## config.mk

```make
export PLATFORM = sky130hd
export DESIGN_NAME = uart_rx
export DESIGN_NICKNAME = d
export VERILOG_FILES = /design/src/rtl/uart_defs.sv /design/src/rtl/sync_2ff.sv /design/src/rtl/uart_rx.sv
export SDC_FILE = /design/constraint.sdc
export NUM_CORES = 1
export LEC_CHECK = 0
export ABC_AREA = 1
export ABC_CLOCK_PERIOD_IN_PS = 1650
export CAP_MARGIN = 30
export CORE_AREA = 3 3 71 46
export DETAILED_ROUTE_END_ITERATION = 6
export DIE_AREA = 0 0 74 49
export MAX_ROUTING_LAYER = met4
export PLACE_DENSITY = 0.74
export SLEW_MARGIN = 20
export SYNTH_ARGS = -nofsm -noshare
export SYNTH_HDL_FRONTEND = slang
export SYNTH_SLANG_ARGS = --single-unit
```

## constraint.sdc

```tcl
create_clock -name clk -period 1.65 [get_ports clk]
set_input_delay 0.165 -clock clk [delete_from_list [all_inputs] [get_ports clk]]
set_output_delay 0.165 -clock clk [all_outputs]
set_load 0.1 [all_outputs]
```

## src/rtl/uart_defs.sv

```systemverilog
// Shared UART definitions: FSM state encoding and default link parameters.
package uart_defs;

   localparam int unsigned DEF_CLOCKS_PER_PULSE = 16;
   localparam int unsigned DEF_DATA_WIDTH       = 8;

   typedef enum logic [2:0] {
      IDLE,
      START,
      DATA,
      STOP,
      WAIT_IDLE
   } uart_state_e;

endpackage

```

## src/rtl/sync_2ff.sv

```systemverilog
// Two-flop synchronizer for a single asynchronous input, with a selectable reset value.
module sync_2ff #(
   parameter logic RESET_VAL = 1'b0
) (
   input  logic clk,
   input  logic rstn,
   input  logic d,
   output logic q
);

   logic meta;

   always_ff @(posedge clk or negedge rstn) begin
      if (!rstn) begin
         meta <= RESET_VAL;
         q    <= RESET_VAL;
      end else begin
         meta <= d;
         q    <= meta;
      end
   end

endmodule

```

## src/rtl/uart_rx.sv

```systemverilog
// UART receiver: 8N1-style frames, LSB first, mid-bit sampling, framing-error detect.
module uart_rx
   import uart_defs::*;
#(
   parameter int unsigned CLOCKS_PER_PULSE = DEF_CLOCKS_PER_PULSE,
   parameter int unsigned DATA_WIDTH       = DEF_DATA_WIDTH
) (
   input  logic                  clk,
   input  logic                  rstn,
   input  logic                  rx,
   output logic [DATA_WIDTH-1:0] data_out,
   output logic                  data_valid,
   output logic                  frame_err,
   output logic                  rx_busy
);

   localparam int unsigned CW = $clog2(CLOCKS_PER_PULSE);
   localparam int unsigned BW = (DATA_WIDTH > 1) ? $clog2(DATA_WIDTH) : 1;

   localparam logic [CW-1:0] HALF_CNT = CW'(CLOCKS_PER_PULSE / 2 - 1);
   localparam logic [CW-1:0] FULL_CNT = CW'(CLOCKS_PER_PULSE - 1);
   localparam logic [BW-1:0] LAST_BIT = BW'(DATA_WIDTH - 1);

   uart_state_e           state;
   logic [CW-1:0]         c_clocks;
   logic [BW-1:0]         c_bits;
   logic [DATA_WIDTH-1:0] data;
   logic                  rx_s;

   sync_2ff #(.RESET_VAL(1'b1)) u_sync (
      .clk  (clk),
      .rstn (rstn),
      .d    (rx),
      .q    (rx_s)
   );

   always_ff @(posedge clk or negedge rstn) begin
      if (!rstn) begin
         state      <= IDLE;
         c_clocks   <= '0;
         c_bits     <= '0;
         data       <= '0;
         data_out   <= '0;
         data_valid <= 1'b0;
         frame_err  <= 1'b0;
         rx_busy    <= 1'b0;
      end else begin
         data_valid <= 1'b0;
         frame_err  <= 1'b0;
         case (state)
            IDLE: begin
               if (!rx_s) begin
                  state    <= START;
                  c_clocks <= '0;
                  c_bits   <= '0;
                  rx_busy  <= 1'b1;
               end
            end
            START: begin
               if (c_clocks == HALF_CNT) begin
                  c_clocks <= '0;
                  if (!rx_s) begin
                     state <= DATA;
                  end else begin
                     state   <= IDLE;
                     rx_busy <= 1'b0;
                  end
               end else begin
                  c_clocks <= c_clocks + 1'b1;
               end
            end
            DATA: begin
               if (c_clocks == FULL_CNT) begin
                  c_clocks     <= '0;
                  data[c_bits] <= rx_s;
                  c_bits       <= c_bits + 1'b1;
                  if (c_bits == LAST_BIT) state <= STOP;
               end else begin
                  c_clocks <= c_clocks + 1'b1;
               end
            end
            STOP: begin
               // Leaving at mid stop bit leaves half a bit to catch a back-to-back start edge.
               if (c_clocks == FULL_CNT) begin
                  c_clocks <= '0;
                  if (rx_s) begin
                     data_out   <= data;
                     data_valid <= 1'b1;
                     state      <= IDLE;
                     rx_busy    <= 1'b0;
                  end else begin
                     frame_err <= 1'b1;
                     state     <= WAIT_IDLE;
                  end
               end else begin
                  c_clocks <= c_clocks + 1'b1;
               end
            end
            WAIT_IDLE: begin
               if (rx_s) begin
                  state   <= IDLE;
                  rx_busy <= 1'b0;
               end
            end
            default: begin
               state   <= IDLE;
               rx_busy <= 1'b0;
            end
         endcase
      end
   end

endmodule
```

==> results of run 1 <==
[final timing paths]
| kind | slack, ns | depth (start not counted) | end | from |
|---|---|---|---|---|
| setup / recovery | 0.20 | 8 | data[6] | c_clocks[0] |
| hold / removal | 0.26 | 2 | data_out[6] | rstn |
| setup reg to reg | 0.20 | 8 | data[6] | c_clocks[0] |
| hold reg to reg | 0.36 | 0 | u_sync.q | u_sync.meta |
| max in group asynchronous | 1.07 | 2 | u_sync.meta | rstn |
| min in group clk | 0.29 | 1 | u_sync.meta | rx |
[kinds of logic after synthesis]
group	share of synthesized area, %
and+or+nand+nor	30.7
DFF	53.6
AOI/OAI and AO/OA	7.33
buffers and inverters	5.17
adders and majority gates	2.59
xor gates and xnor gates	0.604
[registers in the layout, summed over array words and instances, names as in the netlist]
| name | flops |
|---|---|
| data | 8 |
| data_out | 8 |
| c_clocks | 4 |
| c_bits | 3 |
| state | 3 |
| data_valid | 1 |
| frame_err | 1 |
| rx_busy | 1 |
| u_sync.meta | 1 |
| u_sync.q | 1 |
[metal layers]
metal	share of wire (%)	vias to the layer above
met3	6.7	9
met4	2.2	0
li1	-	569
met1	49	552
met5	0	-
met2	42	36
[cell type report]
cell class                 instances  area, sq um
inverter                          17         70.1
fill                             205          758
clock buffer                       8          100
sequential                        31          778
multi-input combinational        115          598
tap                               32         40.0
timing repair buffer              15          230
[synthesized netlist by cell type (all sizes together)]
library cell  number  area, sq um
buf                1         5.00
inv               15         56.3
nand4              1         6.26
dfrtp             29          726
nand3             21          143
xor2               1         8.76
and2               1         6.26
o21bai             1         7.51
o21ai             15         75.1
nor2              14         72.6
ha                 3         37.5
dfstp              2         52.6
a21oi              4         23.8
clkinv             2         13.8
nor3               1         16.3
nand2             53          201
[power by group through the flow]
stage | registers (mW) | clock network, mW | logic (mW)
2_1_floorplan | 1.03 | 0 | 0.444
3_3_place_gp | 0.965 | 0 | 0.679
3_5_place_dp | 0.974 | 0 | 0.707
4_1_cts | 0.959 | 0.676 | 0.710
5_1_grt | 0.971 | 0.721 | 0.791
6_report | 0.960 | 0.662 | 0.710
==> impl_results.md, run 1 <==
- Combinational fraction of design power: 30.4%
- CTS root buffer: clkbuf_8
- PostCTS Resize Cnt: 0
- Io pins: 14
- Vias in the first global route: 1,065
- DRT Wirelength: 2990 microns
- Crit-path cells: ha_1 > nand3_2 > inv_2 > nand2_2 > clkinv_2 > nand3_1 > nand2_1 > o21ai_1
- Final setup TNS: 0 ns
- Worst setup SP type: register
- Max Cap Violations: 0
- Post-DP HPWL: 2210 microns
- Clk network pwr share: 28.4%
- Drt wl/cell: 13.7 microns
- Non-Filler Instances: 218
- Sequential Power Share: 41.2%
- Pre-antenna DRT Iters: 4
- Std-Cell Rows: 14
- Synthesized Nets: 170
- RePlAce Congestion: 0.982
- Mean Syn Cell Area: 8.85 sq um
- Post-route DRC: 0
- Worst vdd ir: 0.806 mV
- Die footprint: 3630 sq um
- Minimum clock period: 1.45 ns
- Worst-Margin Slew: 0.383 ns
- Nets: 191
- Critical Path AT: 1.63 ns
- CP max FO: 8
- Final setup vio count: 0
- Pre-CTS WS: 0.225 ns
- Largest net degree at the start of global routing: 32
- Post-synth cell types: 25
- Outcome: finished clean
- Hold_ws: 0.260 ns
- Mapped Area: 1450 sq um
- CP top delay family: simple AND/OR/NAND/NOR gates
- # placed instances: 210
- GR Layer Usage met3: 9.26%
- Worst EP required: 1.83 ns
- Leakage: 0.895 nW
- Top Usage Layer GRT: met1
- Initial Utilization: 56.4%
- Yosys reg bits: 31
- Diode count: 0
- Final Power: 2.33 mW
- Via Count: 1,166
- Commonest non-fill, non-tap cell in the layout: nand2_1
- Die H: 49 microns
- Slowest-stage cell, CP: dfrtp_1
- Deepest clock path buffer count: 2
- Postcts setup bufs: 0
- Vias per cell: 5.35
- Cell area after placement: 1720 sq um
- First-pass GRT wire length: 5110 microns
- DRT antenna net count: 0
- Initial antenna violation count: 0
- CP Capture Type: register
- Cells after synthesis: 164
- GRT met1 Usage: 27.2%
- Share of cells above drive strength 1: 23.7%
- Most frequent cells in the layout: 52 x nand2_1, 29 x dfrtp_1, 15 x nand3_1, 13 x o21ai_1, 10 x inv_1
- Part of the cycle the worst path needs: 87.7%
- Worst hold path class: in -> async
- Clock sink count: 31
- Kind of critical path: reg -> reg
- Overall Global Routing Usage: 19.8%
- Final slew viol count: 0
- Switch share: 36.4%
- Die Wd: 74 microns
- Final instance area: 1820 sq um
- H-tree levels: 2
- Port buffer count: 13
- Fmax: 691 MHz
- DRT iter0 DRCs: 99
- Clock-pin slew of the registers on the worst-case setup and hold paths: 0.07 ns
- Unrepaired setup endpoints after global routing: false
- Area Growth Syn to Fin: 25.2%
- Met2 GRT Util: 25.6%
- Worst path max stage delay: 0.39 ns
- Psw: 0.849 mW
- Final Hold Fails: 0
- Max-slew headroom: 74.4%
- Power per Cell Area: 1280 nW/um^2
- Setup Skew: 0.00890 ns
- CTS tree: built
- Post-cts hold buffer count: 0
- Worst skew pair latency: 0.29 ns
- Ys Warns: 0
- Sequential share of the synthesized area: 53.6%
- Buffer and inverter count on the worst path: 2
- Congestion Overflow GR: 0
- Cts bufs inserted: 5
- Core Util, Final: 70.6%
- Internal Power: 1.48 mW
- Core Area: 2570 sq um
- Worst Setup Slack, final: 0.203 ns
Note: power is estimated with default switching activity, not from simulation.
==> run 2: changes to the inputs <==
--- a/config.mk
+++ b/config.mk
@@ -11,6 +11,7 @@
 export CORE_AREA = 3 3 71 46
 export DETAILED_ROUTE_END_ITERATION = 6
 export DIE_AREA = 0 0 74 49
+export GPL_TIMING_DRIVEN = 1
 export MAX_ROUTING_LAYER = met4
 export PLACE_DENSITY = 0.74
 export SLEW_MARGIN = 20
==> results of run 2 <==
Same layout as run 1: the final DEF is identical, and so are final timing and power.
